===== config.mk =====
export PLATFORM = sky130hd
export DESIGN_NAME = softmax_sequencer
export DESIGN_NICKNAME = d
export VERILOG_FILES = /design/src/rtl/softmax_pkg.sv /design/src/rtl/softmax_seq_onehot.sv /design/src/rtl/softmax_sequencer.sv
export SDC_FILE = /design/constraint.sdc
export NUM_CORES = 1
export LEC_CHECK = 0
export ABC_AREA = 1
export ABC_CLOCK_PERIOD_IN_PS = 2000
export CORE_MARGIN = 3
export CORE_UTILIZATION = 45
export DETAILED_ROUTE_END_ITERATION = 6
export PLACE_DENSITY = 0.75
export SLEW_MARGIN = 30
export SYNTH_ARGS = -nofsm -noshare
export SYNTH_HDL_FRONTEND = slang
export SYNTH_HIERARCHICAL = 1
export SYNTH_SLANG_ARGS = --single-unit

===== constraint.sdc =====
create_clock -name clk1 -period 2 [get_ports clk1]
set_input_delay 0.3 -clock clk1 [delete_from_list [all_inputs] [get_ports clk1]]
set_output_delay 0.3 -clock clk1 [all_outputs]
set_load 0.01 [all_outputs]

===== src/rtl/softmax_pkg.sv =====
// softmax_pkg: shared constants and types for the softmax control sequencer.
//   DEF_IFM_SIZE : default vector length / number of element registers
//   DEF_SEL_W    : default width of lut_sel and out_index
//   FIFO_RD_LAT  : cycles from IFM FIFO read enable to data valid at its output
//   seq_state_e  : sequencer FSM state encoding
package softmax_pkg;

    localparam int unsigned DEF_IFM_SIZE = 10;
    localparam int unsigned DEF_SEL_W    = 4;
    localparam int unsigned FIFO_RD_LAT  = 1;

    typedef enum logic [3:0] {
        StClr,
        StIdle,
        StLoad,
        StFill,
        StCompute,
        StAcc,
        StCapt,
        StOut,
        StDone
    } seq_state_e;

endpackage


===== src/rtl/softmax_seq_onehot.sv =====
// softmax_seq_onehot: index to one-hot decode with enable, drives the
// element-register load strobes.
//   i_en     : decode enable; output is all zeros when low
//   i_idx    : element index (values >= N decode to all zeros)
//   o_onehot : one-hot register load vector
module softmax_seq_onehot
    import softmax_pkg::*;
#(
    parameter int unsigned N     = DEF_IFM_SIZE,
    parameter int unsigned SEL_W = DEF_SEL_W
) (
    input  logic             i_en,
    input  logic [SEL_W-1:0] i_idx,
    output logic [N-1:0]     o_onehot
);

    always_comb begin
        o_onehot = '0;
        for (int unsigned b = 0; b < N; b++) begin
            o_onehot[b] = i_en && (i_idx == SEL_W'(b));
        end
    end

endmodule


===== src/rtl/softmax_sequencer.sv =====
// softmax_sequencer: control FSM for the softmax datapath. Loads an IFM vector
// into the IFM FIFO, copies it into the element registers, then for every
// output element runs the subtract/LUT/accumulate loop and strobes the result
// into the output register.
// Optional feature: define SOFTMAX_SEQ_STALL_EN to add i_out_ready; the OUT
// state then holds all outputs until downstream accepts the result.
// Ports:
//   clk1, rst_n    : clock, asynchronous active-low reset
//   i_valid_ifm    : IFM word present on datapath input
//   o_ifm_ready    : sequencer accepts i_valid_ifm this cycle
//   i_out_ready    : downstream accepts o_valid_out (stall build only)
//   o_wr_ifm       : FIFO write enable (zero-latency handshake)
//   o_rd_ifm       : FIFO read enable
//   o_wr_clr       : FIFO write-pointer clear
//   o_rd_clr       : FIFO read-pointer clear
//   o_reg_write    : one-hot element-register load
//   o_lut_sel      : subtractor/LUT mux select
//   o_acc_clr      : accumulator loads instead of adds (first term)
//   o_acc_en       : accumulator update enable
//   o_out_capture  : load output register from accumulator
//   o_valid_out    : output register holds result for o_out_index
//   o_out_index    : element index of current result
//   o_busy         : high in every state except IDLE
//   o_end_softmax  : one-cycle pulse after last result handed off
module softmax_sequencer
    import softmax_pkg::*;
#(
    parameter int unsigned IFM_SIZE = DEF_IFM_SIZE,
    parameter int unsigned SEL_W    = DEF_SEL_W
) (
    input  logic                clk1,
    input  logic                rst_n,
    input  logic                i_valid_ifm,
    output logic                o_ifm_ready,
`ifdef SOFTMAX_SEQ_STALL_EN
    input  logic                i_out_ready,
`endif
    output logic                o_wr_ifm,
    output logic                o_rd_ifm,
    output logic                o_wr_clr,
    output logic                o_rd_clr,
    output logic [IFM_SIZE-1:0] o_reg_write,
    output logic [SEL_W-1:0]    o_lut_sel,
    output logic                o_acc_clr,
    output logic                o_acc_en,
    output logic                o_out_capture,
    output logic                o_valid_out,
    output logic [SEL_W-1:0]    o_out_index,
    output logic                o_busy,
    output logic                o_end_softmax
);

    localparam int unsigned CNT_W = SEL_W + 1;
    localparam logic [CNT_W-1:0] N_C       = CNT_W'(IFM_SIZE);
    localparam logic [CNT_W-1:0] N_LAST    = CNT_W'(IFM_SIZE - 1);
    localparam logic [CNT_W-1:0] LAT_C     = CNT_W'(FIFO_RD_LAT);
    // Final FILL cycle: the register load for the last read, no read issued.
    localparam logic [CNT_W-1:0] FILL_LAST = CNT_W'(IFM_SIZE + FIFO_RD_LAT - 1);

    seq_state_e       r_state;
    logic [CNT_W-1:0] r_load_cnt;
    logic [CNT_W-1:0] r_k;
    logic [CNT_W-1:0] r_j;
    logic [CNT_W-1:0] r_i;
    logic             r_ifm_ready;
    logic             r_rd_ifm;
    logic             r_wr_clr;
    logic             r_rd_clr;
    logic             r_wr_en;
    logic [SEL_W-1:0] r_wr_idx;
    logic [SEL_W-1:0] r_lut_sel;
    logic             r_acc_clr;
    logic             r_acc_en;
    logic             r_out_capture;
    logic             r_valid_out;
    logic [SEL_W-1:0] r_out_index;
    logic             r_busy;
    logic             r_end_softmax;

    logic             w_accept;
    logic             w_out_ready;
    logic [CNT_W-1:0] w_k_nxt;
    logic [CNT_W-1:0] w_j_nxt;

`ifdef SOFTMAX_SEQ_STALL_EN
    assign w_out_ready = i_out_ready;
`else
    assign w_out_ready = 1'b1;
`endif

    assign w_accept = i_valid_ifm & r_ifm_ready;
    assign w_k_nxt  = r_k + 1'b1;
    assign w_j_nxt  = r_j + 1'b1;

    // Outputs are registered: each branch sets the values for the cycle spent
    // in the state being entered.
    always_ff @(posedge clk1 or negedge rst_n) begin
        if (!rst_n) begin
            r_state       <= StClr;
            r_load_cnt    <= '0;
            r_k           <= '0;
            r_j           <= '0;
            r_i           <= '0;
            r_ifm_ready   <= 1'b0;
            r_rd_ifm      <= 1'b0;
            r_wr_clr      <= 1'b0;
            r_rd_clr      <= 1'b0;
            r_wr_en       <= 1'b0;
            r_wr_idx      <= '0;
            r_lut_sel     <= '0;
            r_acc_clr     <= 1'b0;
            r_acc_en      <= 1'b0;
            r_out_capture <= 1'b0;
            r_valid_out   <= 1'b0;
            r_out_index   <= '0;
            r_busy        <= 1'b0;
            r_end_softmax <= 1'b0;
        end else begin
            r_wr_clr      <= 1'b0;
            r_rd_clr      <= 1'b0;
            r_out_capture <= 1'b0;
            r_end_softmax <= 1'b0;
            unique case (r_state)
                // Reset leaves all outputs low, so the clear pulse is raised
                // on the first edge and CLR exits on the second.
                StClr: begin
                    if (!r_wr_clr) begin
                        r_wr_clr <= 1'b1;
                        r_rd_clr <= 1'b1;
                        r_busy   <= 1'b1;
                    end else begin
                        r_state     <= StIdle;
                        r_ifm_ready <= 1'b1;
                        r_busy      <= 1'b0;
                    end
                end
                StIdle: begin
                    if (w_accept) begin
                        r_state    <= StLoad;
                        r_load_cnt <= CNT_W'(1);
                        r_busy     <= 1'b1;
                    end
                end
                StLoad: begin
                    if (w_accept) begin
                        if (r_load_cnt == N_LAST) begin
                            r_state     <= StFill;
                            r_ifm_ready <= 1'b0;
                            r_load_cnt  <= '0;
                            r_k         <= '0;
                            r_rd_ifm    <= 1'b1;
                            r_wr_en     <= 1'b0;
                        end else begin
                            r_load_cnt <= r_load_cnt + 1'b1;
                        end
                    end
                end
                // r_k is the FILL cycle number; register load trails the read
                // by the FIFO read latency.
                StFill: begin
                    if (r_k == FILL_LAST) begin
                        r_state  <= StCompute;
                        r_rd_ifm <= 1'b1;
                        r_wr_en  <= 1'b0;
                        r_wr_idx <= '0;
                        r_i      <= '0;
                    end else begin
                        r_k      <= w_k_nxt;
                        r_rd_ifm <= (w_k_nxt < N_C);
                        r_wr_en  <= (w_k_nxt >= LAT_C);
                        r_wr_idx <= SEL_W'(w_k_nxt - LAT_C);
                        r_rd_clr <= (w_k_nxt == FILL_LAST);
                    end
                end
                StCompute: begin
                    r_state   <= StAcc;
                    r_rd_ifm  <= 1'b0;
                    r_j       <= '0;
                    r_acc_en  <= 1'b1;
                    r_acc_clr <= 1'b1;
                    r_lut_sel <= '0;
                end
                StAcc: begin
                    if (r_j == N_LAST) begin
                        r_state       <= StCapt;
                        r_acc_en      <= 1'b0;
                        r_acc_clr     <= 1'b0;
                        r_lut_sel     <= '0;
                        r_out_capture <= 1'b1;
                    end else begin
                        r_j       <= w_j_nxt;
                        r_lut_sel <= SEL_W'(w_j_nxt);
                        r_acc_clr <= 1'b0;
                    end
                end
                StCapt: begin
                    r_state     <= StOut;
                    r_valid_out <= 1'b1;
                    r_out_index <= SEL_W'(r_i);
                end
                StOut: begin
                    if (w_out_ready) begin
                        r_valid_out <= 1'b0;
                        r_out_index <= '0;
                        if (r_i == N_LAST) begin
                            r_state       <= StDone;
                            r_end_softmax <= 1'b1;
                            r_wr_clr      <= 1'b1;
                            r_rd_clr      <= 1'b1;
                        end else begin
                            r_state  <= StCompute;
                            r_i      <= r_i + 1'b1;
                            r_rd_ifm <= 1'b1;
                        end
                    end
                end
                StDone: begin
                    r_state     <= StIdle;
                    r_ifm_ready <= 1'b1;
                    r_busy      <= 1'b0;
                end
                default: begin
                    r_state <= StClr;
                end
            endcase
        end
    end

    softmax_seq_onehot #(
        .N     (IFM_SIZE),
        .SEL_W (SEL_W)
    ) u_onehot (
        .i_en     (r_wr_en),
        .i_idx    (r_wr_idx),
        .o_onehot (o_reg_write)
    );

    assign o_ifm_ready   = r_ifm_ready;
    assign o_wr_ifm      = w_accept;
    assign o_rd_ifm      = r_rd_ifm;
    assign o_wr_clr      = r_wr_clr;
    assign o_rd_clr      = r_rd_clr;
    assign o_lut_sel     = r_lut_sel;
    assign o_acc_clr     = r_acc_clr;
    assign o_acc_en      = r_acc_en;
    assign o_out_capture = r_out_capture;
    assign o_valid_out   = r_valid_out;
    assign o_out_index   = r_out_index;
    assign o_busy        = r_busy;
    assign o_end_softmax = r_end_softmax;

endmodule


# --- After elaboration in Yosys (flattened, before gate mapping) ---
# Index checks and enable logic that the tools add are counted.
# Widths: inputs -> output; s select.
word_totals:
  register_bits: 47
  input_bits: 3
  out_inout_bits: 29
  elab_cells: 138
op_classes:
  addsub: 5
  magnitude_cmp: 2
  eq_ne: 31
  n_mux: 50
  bitwise: 1
  n_reduce_logical: 30
op_table:
  columns: ["op", "n"]
  rows:
  - ["$mux 5", 9]
  - ["$pmux 5 s2", 4]
  - ["$mux 4", 9]
  - ["$pmux 4 s9", 1]
  - ["$eq 4x3->1 const B", 8]
  - ["$eq 5x4->1 const B", 5]
  - ["$add 5x1->5 const B", 4]
  - ["$ne 2x2->1 const B", 9]
  - ["$eq 4x2->1 const B", 4]
  - ["$mux 1", 16]
  - ["$pmux 4 s2", 2]
  - ["$eq 4x4->1 const B", 3]
  - ["$reduce_and 4->1", 3]
  - ["$logic_and 1x1->1", 10]
  - ["$pmux 1 s2", 5]
  - ["$reduce_bool 2->1", 5]
  - ["$pmux 1 s3", 3]
  - ["$reduce_and 3->1", 3]
  - ["$eq 4x1->1 const B", 2]
  - ["$logic_not 4->1", 2]
  - ["$reduce_and 2->1", 3]
  - ["$reduce_and 6->1", 1]
  - ["$reduce_bool 3->1", 2]
  - ["$ge 5x1->1 const B", 1]
  - ["other kinds (5)", 5]

# --- Longest topological paths before layout ---
# Gate-level depths: netlist of run 1.
depth:
  word_depth: 4
  mapped_depth: 11
  ltp_nobuf: 11

# --- Hierarchy ---
# Netlist of run 1, hierarchy kept.
modules_own_cells:
  columns: ["mod", "instances", "cells_each", "area_each_um2", "seq_area_each_um2"]
  rows:
  - ["softmax_sequencer", 1, 304, 2431.1, 1176.1]
  - ["softmax_seq_onehot", 1, 22, 85.1, 0.0]

# --- Worst setup path before layout of run 1 ---
# No wires, ideal clock.
synth_timing:
  kind: "register to register"
  startpoint: "register r_k[0]"
  endpoint: "register r_i[0]"
  setup_time_ps: 128
  t_arrival_ps: 1290
  t_required_ps: 1872
  path_slack_ps: 582
  path_stages_with_launch: 8
  path_buffers: 0
  period_less_slack_ps: 1418
  path_cell_list: "dfrtp_1 > inv_1 > ha_1 > nand2_1 > o21ai_2 > inv_2 > nor2_4 > a21oi_1"
synth_via:
  elab_chain_len: 3
synth_rtl:
  columns: ["item", "line_no", "rtl"]
  rows:
  - ["from (decl)", "softmax_sequencer.sv:62", "logic [CNT_W-1:0] r_k;"]
  - ["from (signal assigned)", "softmax_sequencer.sv:168", "r_k <= w_k_nxt;"]
  - ["$eq 5x4->1", "softmax_sequencer.sv:161", "if (r_k == FILL_LAST) begin"]
  - ["$ne 2x2->1 (no line)", null, null]
  - ["$reduce_and 3->1 (no line)", null, null]
  - ["to (signal assigned)", "softmax_sequencer.sv:212", "r_i <= r_i + 1'b1;"]
  - ["to (decl)", "softmax_sequencer.sv:64", "logic [CNT_W-1:0] r_i;"]
# No other way between the ends.
# A chain may end at the register's enable or synchronous reset.

# --- Final worst setup path of run 1 ---
layout_timing:
  startpoint: "register r_wr_idx[3]"
  endpoint: "output o_reg_write[6]"
layout_via:
  elab_chain_len: 2
layout_rtl:
  columns: ["item", "line_no", "rtl"]
  rows:
  - ["from (decl)", "softmax_sequencer.sv:70", "logic [SEL_W-1:0] r_wr_idx;"]
  - ["from (signal assigned)", "softmax_sequencer.sv:171", "r_wr_idx <= SEL_W'(w_k_nxt - LAT_C);"]
  - ["$eq 4x3->1", "softmax_seq_onehot.sv:20", "o_onehot[b] = i_en && (i_idx == SEL_W'(b));"]
  - ["$logic_and 1x1->1", "softmax_seq_onehot.sv:20", null]
  - ["to (decl)", "softmax_sequencer.sv:42", "output logic [IFM_SIZE-1:0] o_reg_write,"]
# No other way between the ends.

==> flow_summary.toml, run 1 <==
[job]
cap_viol_max_count = 0

[global_route]
grtUsageMet1_pct = 23.4
grt_usage_pct = 18.2
grt_use_met3_pct = 3.88
use_met2_pct = 30.3
grt-busiest-layer = "met2"
grt_pass1_vias = 2100
grt_overflow_total = 0
antenna_found_initial = 0
grt_max_degree = 26
grt_first_pass_wirelength_um = 9250

[timing]
fin_crit_ns = 1.88
setup_tns_ns = 0
final_max_slew_viol_count = 0
worst_pin_slew_ns = 0.533
fmax_mhz = 532
relSlewSlack_pct = 64.5
grt_setup_unrepaired = "no"
clock_skew_ns = 0.00819
setup_viol = 0
period_share_pct = 94.0
finalHoldViolCount = 0

[yosys]
yosysTopAreaCell = "dfrtp_1"
ys_warn_count = 6
synthTopCellsByCount = "nand2_1, dfrtp_1, inv_1"
syn_area_um2 = 2520
ys_ff_latch = 47
ys_seq_area_share_pct = 46.7
synth_edf_count = 0
ys_types = 23
synth_ff_type = "dfrtp_1"
syn_nets = 339
ys_top_cells_by_area = "dfrtp_1, nand2_1, inv_1, nand3_1, ha_1"
synth.most_common_cell = "nand2_1"
yosys.area.top_type_share_pct = 46.7
synth_cells = 326
syn_area_per_cell_um2 = 7.72
synthArstFlopShare_pct = 100

[worst_setup_path]
cp_max_fo = 4
worstPathArrival_ns = 1.58
reg2reg_slack_ns = 0.32
reg2reg_from = "r_k[0]"
crit_path_start_kind = "flop"
worstPathRequired_ns = 1.70
rr_worst_depth = 8
critical_path_class = "flop to output pin"
reg2reg_to = "r_i[1]"
endpoint_kind = "output pin"

[status]
status = "finished clean"

[route]
wl_per_cell_um = 12.0
wl_um = 5250
vias = 2205
antenna_left = 0
dr.pass1.iters = 4
drt_iter0_drc = 141
drc = 0
vias_per_cell = 5.06

[clock_network]
clkSinkCount = 47
cts_buffers = 5
clk_path_buf_depth = 2
htree_levels = 2
cts_tree = "done"
clkTransAtPathRegs_ns = 0.10
clk_latency_ns = 0.31
cts_setup_buffers = 0
cts-root-buf = "clkbuf_8"

[floorplan]
fp.dieH_um = 80.8
rows = 26
core_area_um2 = 5270
io_pins = 32
die_x_um = 80.8
die_area_um2 = 6520
start_util_pct = 47.7

[final_layout]
fin_cells = 436
num-fill-cells = 486
area_growth_pct = 20.5
design_area_um2 = 3030
fin_nets = 378
drive_gt1_share_pct = 7.65
num_antenna_cells = 0

[placement]
place_congestion = 0.925
placed_cell_area_um2 = 2920
dpl.hpwl_um = 4000
dp_cells = 427
numPortBuffers = 31

[power_and_ir_drop]
peakVddDrop_mv = 0.350
p_leak_nw = 1.53
powerDensity_nw_per_um2 = 519

[hold_path]
min_path_type = "input port to asynchronous set/reset pin"
-- sequential cells by signal (all words and copies together) (netlist names), 4 cells and up --
name / cells
o_lut_sel: 4
o_out_index: 4
r_i: 5
r_j: 5
r_k: 5
r_load_cnt: 5
r_state: 4
r_wr_idx: 4
-- cells in the final DEF (no fill, tap or decap), drive strengths merged --
cell type / Yosys / final
o21bai: 1 / 1
nand2: 102 / 102
dlymetal6s2s: 0 / 2
dfrtp: 47 / 47
dlygate4sd3: 0 / 1
xnor2: 3 / 3
ha: 10 / 10
nor3: 1 / 1
clkinvlp: 0 / 1
xor2: 5 / 5
nor2: 36 / 36
clkbuf: 0 / 5
clkdlybuf4s50: 0 / 28
clkinv: 0 / 2
or2: 1 / 1
inv: 43 / 43
nand3b: 1 / 1
nand3: 27 / 27
a21oi: 5 / 5
buf: 1 / 2
nand4: 7 / 7
o22ai: 2 / 2
o21ai: 34 / 34
-- how the worst max path moves through the flow --
stage                      startpoint        endpoint  slack [ns]  cells after the start
final                     r_wr_idx[3]  o_reg_write[6]        0.12                      4
after global routing      r_wr_idx[3]  o_reg_write[6]       0.004                      4
after CTS                 r_wr_idx[3]  o_reg_write[6]         0.1                      4
after detailed placement  i_valid_ifm        o_wr_ifm        0.22                      4
after global placement    i_valid_ifm        o_wr_ifm        0.22                      4
after floorplan                r_k[0]          r_i[0]        0.58                      7
-- layer usage --
| metal | vias up | share of wire [%] |
|---|---|---|
| met2 | 45 | 47 |
| met4 | 0 | 1.2 |
| met5 | - | 0 |
| met3 | 6 | 4.1 |
| li1 | 1113 | - |
| met1 | 1041 | 48 |
-- stage by stage --
step | util (%) | hold slack (ns) | power [mW] | setup WS (ns)
finish | 57.5 | 0.488 | 1.58 | 0.120
global route | 57.5 | 0.516 | 1.63 | 0.00395
CTS | 57.5 | 0.498 | 1.59 | 0.0965
detailed placement | 55.5 | 0.308 | 0.995 | 0.221
global placement | 55.5 | 0.316 | 0.995 | 0.224
floorplan | - | 0.00441 | 0.969 | 0.582
-- critical path, stage by stage, from the launching register on --
cell and delay, ns:
dfrtp_1 0.42, inv_1 0.06, nand3_1 0.12, nor2_1 0.12, clkdlybuf4s50_1 0.55
-- kinds of logic after synthesis --
group / count (synthesis) / synth area share, %
and+or+nand+nor: 175 / 30.0
DFF: 47 / 46.7
AOI/OAI and AO/OA: 42 / 8.85
adders and majority gates: 10 / 4.97
buffers and inverters: 44 / 6.61
xor gates and xnor gates: 8 / 2.78
-- cell type report --
cell class | instances | area (um2) | share of cell area, %
Sequential cell | 47 | 1180 | 38.8
Tap cell | 70 | 87.6 | 2.89
Clock inverter | 3 | 25.0 | 0.825
Inverter | 43 | 161 | 5.32
Clock buffer | 5 | 68.8 | 2.27
Timing Repair Buffer | 33 | 340 | 11.2
Multi-Input combinational cell | 235 | 1170 | 38.7
-- timing repair --
action,CTS,global route
endpoints found under the hold margin,22,0
gates resized for setup,0,2
endpoints found under the setup margin,0,2
hold buffers,1,0
-- power by group --
part / internal [mW] / total (mW) / switching, mW
clock network: 0.250 / 0.599 / 0.349
registers: 0.949 / 0.949 / 0
logic: 0.00753 / 0.0267 / 0.0192
total: 1.21 / 1.58 / 0.368
(Power assumes the default switching activity.)
==> run 2, diff against run 1 <==
SLEW_MARGIN = 20   (was 30)
==> results of run 2 <==
Same layout as run 1: the final DEF is identical, and so are final timing and power.
